===== src/rtl/id_ex_ctrl_pipe.sv =====
// id_ex_ctrl_pipe: ID-stage control decode, load-use detection and ID/EX control register.
// Optional illegal-opcode trap (exIllegal_o, illegalCount_o) is built when ILLEGAL_TRAP_EN is defined.
module id_ex_ctrl_pipe #(
  parameter int INSTR_W = 16
`ifdef ILLEGAL_TRAP_EN
  , parameter int CNT_W = 8
`endif
) (
  input  logic               clk,
  input  logic               rst,
  input  logic [INSTR_W-1:0] instr_i,
  input  logic               idValid_i,
  input  logic               stallIn_i,
  input  logic               flush_i,
  output logic               stallReq_o,
`ifdef ILLEGAL_TRAP_EN
  output logic               exIllegal_o,
  output logic [CNT_W-1:0]   illegalCount_o,
`endif
  output logic               exValid_o,
  output logic [2:0]         exAluOp_o,
  output logic [3:0]         exFunCode_o,
  output logic               exAluSrc_o,
  output logic               exRegWrite_o,
  output logic               exMemRead_o,
  output logic               exMemWrite_o,
  output logic               exMemToReg_o,
  output logic               exBranch_o,
  output logic [3:0]         exDestReg_o
);
  localparam logic [3:0] OP_R    = 4'b0000;
  localparam logic [3:0] OP_LW   = 4'b0100;
  localparam logic [3:0] OP_SW   = 4'b0101;
  localparam logic [3:0] OP_BEQ  = 4'b0110;
  localparam logic [3:0] OP_ANDI = 4'b0111;
  localparam logic [3:0] OP_ORI  = 4'b1000;
  localparam logic [3:0] OP_NOP  = 4'b1111;
  typedef struct packed {
    logic       valid;
    logic [2:0] alu_op;
    logic [3:0] fun;
    logic       alu_src;
    logic       reg_write;
    logic       mem_read;
    logic       mem_write;
    logic       mem_to_reg;
    logic       branch;
    logic [3:0] dest;
  } ctrl_t;
  ctrl_t dec, ex_q, ex_d;
  logic [3:0] op, rs, rt;
  logic rd_rt, load_use, kill;
  assign op = instr_i[15:12];
  assign rs = instr_i[11:8];
  assign rt = instr_i[7:4];
  always_comb begin
    dec = '0;
    rd_rt = 1'b0;
    case (op)
      OP_R:    begin dec.reg_write = 1'b1; dec.dest = rs; rd_rt = 1'b1; end
      OP_LW:   begin dec.alu_op = 3'b010; dec.alu_src = 1'b1; dec.mem_read = 1'b1; dec.mem_to_reg = 1'b1; dec.reg_write = 1'b1; dec.dest = rt; end
      OP_SW:   begin dec.alu_op = 3'b010; dec.alu_src = 1'b1; dec.mem_write = 1'b1; rd_rt = 1'b1; end
      OP_BEQ:  begin dec.alu_op = 3'b011; dec.branch = 1'b1; rd_rt = 1'b1; end
      OP_ANDI: begin dec.alu_op = 3'b100; dec.alu_src = 1'b1; dec.reg_write = 1'b1; dec.dest = rt; end
      OP_ORI:  begin dec.alu_op = 3'b110; dec.alu_src = 1'b1; dec.reg_write = 1'b1; dec.dest = rt; end
      default: ;
    endcase
    dec.valid = op inside {OP_R, OP_LW, OP_SW, OP_BEQ, OP_ANDI, OP_ORI};
    dec.fun = dec.valid ? instr_i[3:0] : 4'h0;
  end
  // every legal op reads rs, so dec.valid doubles as the rs-read flag
  assign load_use = ex_q.valid & ex_q.mem_read & idValid_i &
                    ((dec.valid & (ex_q.dest == rs)) | (rd_rt & (ex_q.dest == rt)));
  assign stallReq_o = load_use & ~flush_i & ~stallIn_i & ~rst;
  assign kill = load_use | ~idValid_i;
  assign ex_d = flush_i ? ctrl_t'('0) : stallIn_i ? ex_q : kill ? ctrl_t'('0) : dec;
  always_ff @(posedge clk) begin
    if (rst) ex_q <= '0;
    else ex_q <= ex_d;
  end
  assign exValid_o    = ex_q.valid;
  assign exAluOp_o    = ex_q.alu_op;
  assign exFunCode_o  = ex_q.fun;
  assign exAluSrc_o   = ex_q.alu_src;
  assign exRegWrite_o = ex_q.reg_write;
  assign exMemRead_o  = ex_q.mem_read;
  assign exMemWrite_o = ex_q.mem_write;
  assign exMemToReg_o = ex_q.mem_to_reg;
  assign exBranch_o   = ex_q.branch;
  assign exDestReg_o  = ex_q.dest;
`ifdef ILLEGAL_TRAP_EN
  logic ill_q, ill_d, dec_ill, cnt_inc;
  logic [CNT_W-1:0] cnt_q, cnt_d;
  assign dec_ill = ~dec.valid & (op != OP_NOP);
  assign ill_d = flush_i ? 1'b0 : stallIn_i ? ill_q : kill ? 1'b0 : dec_ill;
  assign cnt_inc = ~flush_i & ~stallIn_i & ~kill & dec_ill & ~&cnt_q;
  assign cnt_d = cnt_inc ? cnt_q + 1'b1 : cnt_q;
  always_ff @(posedge clk) begin
    if (rst) begin
      ill_q <= 1'b0;
      cnt_q <= '0;
    end else begin
      ill_q <= ill_d;
      cnt_q <= cnt_d;
    end
  end
  assign exIllegal_o = ill_q;
  assign illegalCount_o = cnt_q;
`endif
endmodule


===== config.mk =====
export PLATFORM = sky130hd
export DESIGN_NAME = id_ex_ctrl_pipe
export DESIGN_NICKNAME = d
export VERILOG_FILES = /design/src/rtl/id_ex_ctrl_pipe.sv
export SDC_FILE = /design/constraint.sdc
export NUM_CORES = 1
export LEC_CHECK = 0
export BUFFER_PORTS_ARGS = -buffer_cell sky130_fd_sc_hd__clkbuf_2
export CAP_MARGIN = 20
export CORE_MARGIN = 5
export CORE_UTILIZATION = 41
export CTS_BUF_LIST = sky130_fd_sc_hd__clkbuf_4 sky130_fd_sc_hd__clkbuf_8 sky130_fd_sc_hd__clkbuf_16
export CTS_CLUSTER_DIAMETER = 80
export CTS_CLUSTER_SIZE = 30
export DETAILED_ROUTE_END_ITERATION = 8
export HOLD_SLACK_MARGIN = 0.06
export PLACE_DENSITY = 0.7
export RECOVER_POWER = 50
export SLEW_MARGIN = 20
export SYNTH_ARGS = -nofsm -noshare
export SYNTH_HDL_FRONTEND = slang
export SYNTH_SLANG_ARGS = --single-unit

===== constraint.sdc =====
create_clock -name clk -period 1.7 [get_ports clk]
set_input_delay 0.085 -clock clk [delete_from_list [all_inputs] [get_ports clk]]
set_output_delay 0.085 -clock clk [all_outputs]
set_load 0.02 [all_outputs]

## Word level (Yosys, flattened, before mapping)

Index checks and enable logic that the tools add are counted.

- Flip-flop bits (word level): 18
- Output and inout bits: 19
- Input port bits: 21

- Multiplexer cells: 10
- Eq/ne operators: 7
- Reductions and logical operators: 8
- Bitwise logic cells: 14

Operators by type and width:

| operator | number |
|---|---|
| $mux 18 | 1 |
| $eq 4x3->1 const B | 4 |
| $pmux 3 s4 | 1 |
| $and 1x1->1 | 8 |
| $eq 4x4->1 | 2 |
| $pmux 4 s2 | 1 |
| $reduce_or 4->1 | 2 |
| $mux 1 | 6 |
| $reduce_bool 6->1 | 1 |
| $reduce_or 3->1 | 2 |
| $eq 4x4->1 const B | 1 |
| $logic_not 4->1 | 1 |
| $mux 4 | 1 |
| $not 1->1 | 4 |
| $reduce_or 2->1 | 2 |
| $or 1x1->1 | 2 |

## Depth between registers and ports, before layout

Gate-level depths: netlist (run 1).

- Word-level depth: 9
- Depth in mapped cells: 5

## Worst setup path before layout (run 1)

No wires, ideal clock.

- Path kind: register -> register
- Start point: reg ex_q, in the netlist exMemRead_o
- End point: reg ex_q, in the netlist exValid_o
- Data required time: 1583 ps
- Data arrival time: 1497 ps
- Slack: 86 ps
- Cell stages (with the launch flop): 6
- Cells stage by stage: dfxtp_1 > and3_1 > nand4_1 > or3_1 > clkbuf_2 > a32o_1

- Word-level cells in the longest chain between the ends: 5

RTL lines:

| item | line | RTL |
|---|---|---|
| start: declaration | 50 | `ctrl_t dec, ex_q, ex_d;` |
| start signal: assignment | 78 | `if (rst) ex_q <= '0;` |
| start signal: assignment | 79 | `else ex_q <= ex_d;` |
| $and 1x1->1 (3 in series) | 72 | `assign load_use = ex_q.valid & ex_q.mem_read & idValid_i &` |
| $or 1x1->1 | 75 | `assign kill = load_use \| ~idValid_i;` |
| $mux 18 | 76 | `assign ex_d = flush_i ? ctrl_t'('0) : stallIn_i ? ex_q : kill ? ctrl_t'('0) : dec;` |

No other way between the ends.
A chain may end at the register's enable or synchronous reset.

## Worst setup path after layout (run 1)

- Start point: reg ex_q, in the netlist exDestReg_o[2]
- End point: out stallReq_o

- Word-level cells in the longest chain between the ends: 7
- Elaborated cells on any way between the ends: 9
- Those cells by class: eq/ne (2); bitwise (7)

RTL lines:

| item | line | RTL |
|---|---|---|
| $eq 4x4->1 | 73 | `((dec.valid & (ex_q.dest == rs)) \| (rd_rt & (ex_q.dest == rt)));` |
| $and 1x1->1 | 73 |  |
| $or 1x1->1 (*) | 73 |  |
| $and 1x1->1 (*) | 72 |  |
| $and 1x1->1 (*) (3 in series) | 74 | `assign stallReq_o = load_use & ~flush_i & ~stallIn_i & ~rst;` |
| end: declaration | 15 | `output logic stallReq_o,` |

Mark *: on every way between the ends. The rest lies on a longest branch, timed or not.

==> impl_metrics.ini, run 1 <==
[logic_synthesis]
synthFlopType = dfxtp_1
async_flop_share_pct = 0
synth_edf_count = 0
yosysWarnings = 0
netlist_area_um2 = 988
netlist-cell-type-count = 34
synth_top_area_share_pct = 34.4
ys_top_cells_by_area = dfxtp_1, nand2_1, a32o_1
syn-mean-instance-area_um2 = 8.67
synthCells = 114
synth_fp_nets = 135
yosysTopAreaCell = dfxtp_1
yosysSeqAreaShare_pct = 34.4
synth-seq-cells = 17

[timing]
worst_slack_ns = 0.00704
finalCriticalPeriod_ns = 1.69
maxSlewViolCount = 0
rsz0062_at_grt = true
fin_skew_ns = 0.000847
hold_violations = 0
fmax_mhz = 591
post-route-period-util_pct = 99.6
setup_violations = 0
worstMarginPinSlew_ns = 0.593
slew-limit-headroom_pct = 60.3

[cts]
ctsRootBufferMaster = clkbuf_4
path_clk_slew_ns = 0.10
cts.sinks = 17
htreeDepth = 1
worstSkewPairLatency_ns = 0.29
cts_buffers = 3
clk_path_buf_depth = 2
cts_tree = built

[power]
ir_drop_mv = 0.404
p_leak_nw = 0.554
powerDensity_nw_per_um2 = 572

[place]
gp_congestion = 0.840
io_buffers = 39
pre_cts_ws_ns = 0.0406
dp_hpwl_um = 2030

[die]
io_pins = 40
rows = 17
core_area_um2 = 2250
die_x_um = 59.1
die_h_um = 59.1
start_util_pct = 43.8
die_area_um2 = 3490

[setup_path]
crit_type = reg -> out
crit_chain = xnor2_2 > nand3_1 > or3_1 > a21oi_2 > buf_6
worstPathRequired_ns = 1.62
crit_path_max_fanout = 4
cp_slowest_cell = or3_1
cp_top_family = simple AND/OR/NAND/NOR gates
worstSetupStartpointType = register
cp.buffers_inverters = 1
cp.arrival_ns = 1.61
endpoint_kind = output pin
slowest_delay_ns = 0.39

[detailed_routing]
viasPerCell = 5.52
ant_nets = 0
num_vias = 1066
drt_pass1_iterations = 4
wl_per_cell_um = 14.8
drc = 0
routed_wl_um = 2860
drt_iter0_markers = 31

[worst_hold_path]
min_path_type = in -> reg

[cells_and_area]
final_util_pct = 62.6
nFillCells = 214
most-common-layout-cells = clkbuf_2, nand2_1, dfxtp_1, clkbuf_1, buf_4
seq_area_um2 = 353
multi_input_area_um2 = 686
area_growth_pct = 42.8
antennaDiodeCount = 0
final_common_cell = clkbuf_2
drive_above_1_share_pct = 38.2
nets = 187

[flow_run]
maxCapViolCount = 0

[global_routing]
grt_pass1_vias = 1095
grt_pass1_wl_um = 4760
antenna_found_initial = 0
grt_max_degree = 13
track_usage_pct = 17.9
grt_overflow_total = 0

[status]
status = finished, final reports clean
Yosys cell counts, types with 2 or more instances:
cell      instances
nand2_1          22
dfxtp_1          17
a32o_1            8
o31ai_1           7
o21ai_0           6
xor2_1            5
a22oi_1           4
mux2_2            4
xnor2_1           4
a31oi_1           3
clkbuf_1          3
nand2b_1          3
a211oi_1          2
and3_1            2
buf_2             2
nor2_1            2
o21a_1            2
or3_1             2
logic make-up after synthesis:
group / Yosys count / synth area share [%]
AND/OR/NAND/NOR: 40 / 20.4
AO/OA/AOI/OAI: 37 / 29.2
buffers and inverters: 7 / 3.42
flip-flops: 17 / 34.4
XOR/XNOR: 9 / 7.97
multiplexers: 4 / 4.56
metrics by stage:
stage,power [mW],area [um^2],TNS (ns),hold slack (ns),cells
after floorplan,0.496,988,0,0.224,114
after global placement,0.556,1260,0,0.316,183
after detailed placement,0.561,1260,0,0.322,183
after CTS,0.812,1390,-0.0210,0.177,193
after global routing,0.853,1410,-0.103,0.214,193
final,0.807,1410,0,0.193,193
worst reg2reg max path, stage by stage (launching register included):
cell	delay, ns
dfxtp_1	0.39
and3_1	0.25
nand4_1	0.13
or3_1	0.47
a32o_1	0.31
timing repair:
action	4_1_cts	5_1_grt
hold buffers	4	0
pin swaps	6	3
setup endpoints to repair	1	10
gates resized for setup	12	8
buffers inserted	2	0
hold endpoints to repair	4	0
path summary, 6_finish.rpt:
check	start	to	slack, ns	depth (start not counted)
worst min register to register	exFunCode_o[3]$_SDFFE_PP0N_	exFunCode_o[3]$_SDFFE_PP0N_	0.46	2
worst max register to register	exMemRead_o$_SDFFE_PP0N_	exValid_o$_SDFFE_PP0N_	0.05	4
worst min-delay path	instr_i[13]	exMemWrite_o$_SDFFE_PP0N_	0.19	3
worst max-delay path	exDestReg_o[2]$_SDFFE_PP0N_	stallReq_o	0.007	5
layer usage:
| layer | GRT usage, % | vias to the layer above | wire length (um) |
|---|---|---|---|
| li1 | - | 532 | - |
| met1 | 19.4 | 488 | 1180 |
| met2 | 32.2 | 40 | 1430 |
| met3 | 5.01 | 6 | 207 |
| met4 | 7.77 | 0 | 49 |
| met5 | 0 | - | 0 |
where the power goes:
part	internal (mW)	switching [mW]	total, mW
Clock	0.107	0.131	0.239
Combinational	0.0802	0.0883	0.168
Sequential	0.397	0.00278	0.400
Total	0.585	0.222	0.807
cell type report:
cell class | count | area share, %
clock buffers | 4 | 2.13
multi-input cells | 90 | 48.6
well taps | 28 | 2.48
repair buffers | 54 | 21.8
flip-flops and latches | 17 | 25.0
Note: power is estimated with default switching activity, not from simulation.
==> run 2, diff against run 1 <==
- CORE_UTILIZATION: 41 -> 47
- PLACE_DENSITY: 0.7 -> 0.78
- RECOVER_POWER: 50 -> unset
==> run 2 against run 1 <==
Effect of this change: hold slack improved by 0.022 ns; critical path type unchanged; via count increased by 0.84%; largest power group unchanged; non-clock buffer count decreased by 1; register-to-register slack improved by 0.06 ns; global-route usage decreased by 1.2 points; sequential share of layout area decreased by 0.16 points; final cell count decreased by 1.0%; clock power decreased by 5%; critical path depth unchanged; wire length decreased by 2.2%; first-iteration DRC count increased by 3.2%; maximum frequency increased by 0.53%.
==> impl_metrics.ini, run 2 (synthesized netlist as in run 1, its figures left out) <==
[timing]
fmax_mhz = 594
tns_ns = 0
rsz0062_at_grt = true
setup_violations = 0
fin_skew_ns = 0.00284
finalCriticalPeriod_ns = 1.68
slew-limit-headroom_pct = 54.9
maxSlewViolCount = 0
hold_violations = 0
worstMarginPinSlew_ns = 0.673
post-route-period-util_pct = 99.1

[setup_path]
slowest_delay_ns = 0.41
crit_path_max_fanout = 4
crit_chain = xnor2_2 > nand2b_1 > or3_1 > a21oi_2 > buf_6
crit_type = reg -> out
cp.arrival_ns = 1.60
worstPathRequired_ns = 1.62
worstSetupStartpointType = register
r2r_end = exValid_o$_SDFFE_PP0N_
reg2reg_depth = 4
cp_slowest_cell = or3_1
reg2reg_slack_ns = 0.11
rr_startpoint = exMemRead_o$_SDFFE_PP0N_
endpoint_kind = output pin

[cells_and_area]
multi_input_area_um2 = 679
antennaDiodeCount = 0
most-common-layout-cells = clkbuf_2, nand2_1, dfxtp_1, buf_4, a32o_1
area_growth_pct = 42.7
post_layout_nonfiller_instances = 191
drive_above_1_share_pct = 45.1
seq_area_um2 = 350
nets = 186
final_common_cell = clkbuf_2
nFillCells = 160

[cts]
worstSkewPairLatency_ns = 0.29
clk_path_buf_depth = 2
path_clk_slew_ns = 0.09
cts_tree = built
cts.sinks = 17
ctsRootBufferMaster = clkbuf_4
htreeDepth = 1
cts_buffers = 3

[place]
io_buffers = 39
dp_hpwl_um = 2010
place_inst = 182
gp_congestion = 0.821

[die]
die_x_um = 55.9
io_pins = 40
core_area_um2 = 1980
start_util_pct = 49.9
rows = 16
die_h_um = 55.9
die_area_um2 = 3120

[detailed_routing]
drc = 0
num_vias = 1075
viasPerCell = 5.63
wl_per_cell_um = 14.7
routed_wl_um = 2800
drt_pass1_iterations = 4
ant_nets = 0
drt_iter0_markers = 32

[worst_hold_path]
worstHoldEndpoint = exMemWrite_o$_SDFFE_PP0N_
hp-start = instr_i[13]
min_path_type = in -> reg
min_path_cells = 3

[global_routing]
track_usage_pct = 16.7
grt_max_degree = 18
antenna_found_initial = 0
grt_overflow_total = 0
grt_pass1_wl_um = 4230
grt_pass1_vias = 949

[flow_run]
maxCapViolCount = 0

[power]
powerDensity_nw_per_um2 = 566
p_leak_nw = 0.598
ir_drop_mv = 0.624

[status]
status = finished, final reports clean
-- run 2: metal layers --
layer	vias to the layer above	global-route usage, %	routed length, um
li1	531	-	-
met3	2	6.26	209
met4	0	4.75	25
met1	499	19.9	1180
met5	-	0	0
met2	43	28.0	1380
-- run 2: final cells by class --
| class | count | area share [%] |
|---|---|---|
| sequential | 17 | 24.8 |
| timing repair buffer | 53 | 22.4 |
| tap | 27 | 2.40 |
| clock buffer | 4 | 2.13 |
| multi-input combinational | 90 | 48.2 |
-- run 2: where the power goes --
part | switching [mW] | total (mW) | leakage [nW] | internal (mW)
sequential | 0.00299 | 0.402 | 0.140 | 0.399
combinational | 0.0888 | 0.170 | 0.440 | 0.0811
clock | 0.120 | 0.227 | 0.0184 | 0.107
total | 0.212 | 0.799 | 0.598 | 0.587
-- run 2: what timing repair did --
item / in CTS / in global routing
pin swaps: 2 / 6
endpoints found under the hold margin: 4 / 0
resized for setup: 8 / 10
setup buffers: 0 / 1
hold buffers: 4 / 0
endpoints found under the setup margin: 1 / 1
-- run 2: stage by stage --
stage | hold slack [ns] | worst slack [ns] | cell area [um^2] | util (%) | total power, mW
3_5_place_dp | 0.321 | 0.0324 | 1260 | 63.4 | 0.561
2_1_floorplan | 0.224 | 0.0857 | 988 | - | 0.496
6_report | 0.215 | 0.0159 | 1410 | 71.1 | 0.799
5_1_grt | 0.201 | -0.0478 | 1410 | 71.1 | 0.836
4_1_cts | 0.183 | 0.00409 | 1360 | 68.6 | 0.793
3_3_place_gp | 0.312 | 0.0963 | 1260 | 63.4 | 0.557
-- run 2: critical path, delay by kind of cell (launching register included) --
| kind | cells | cell delay [ns] |
|---|---|---|
| AO/OA/AOI/OAI | 1 | 0.15 |
| XOR/XNOR | 1 | 0.11 |
| AND/OR/NAND/NOR | 2 | 0.53 |
| buffers and inverters | 1 | 0.13 |
| flip-flops | 1 | 0.39 |
-- run 2: worst max-delay path by stage --
stage / startpoint / end / slack (ns)
floorplan: exMemRead_o$_SDFFE_PP0N_ / exValid_o$_SDFFE_PP0N_ / 0.09
global placement: instr_i[12] / exDestReg_o[1]$_SDFFE_PP0N_ / 0.1
detailed placement: instr_i[12] / exMemRead_o$_SDFFE_PP0N_ / 0.03
CTS: exDestReg_o[1]$_SDFFE_PP0N_ / stallReq_o / 0.004
global route: exDestReg_o[1]$_SDFFE_PP0N_ / stallReq_o / -0.05
finish: exDestReg_o[1]$_SDFFE_PP0N_ / stallReq_o / 0.02
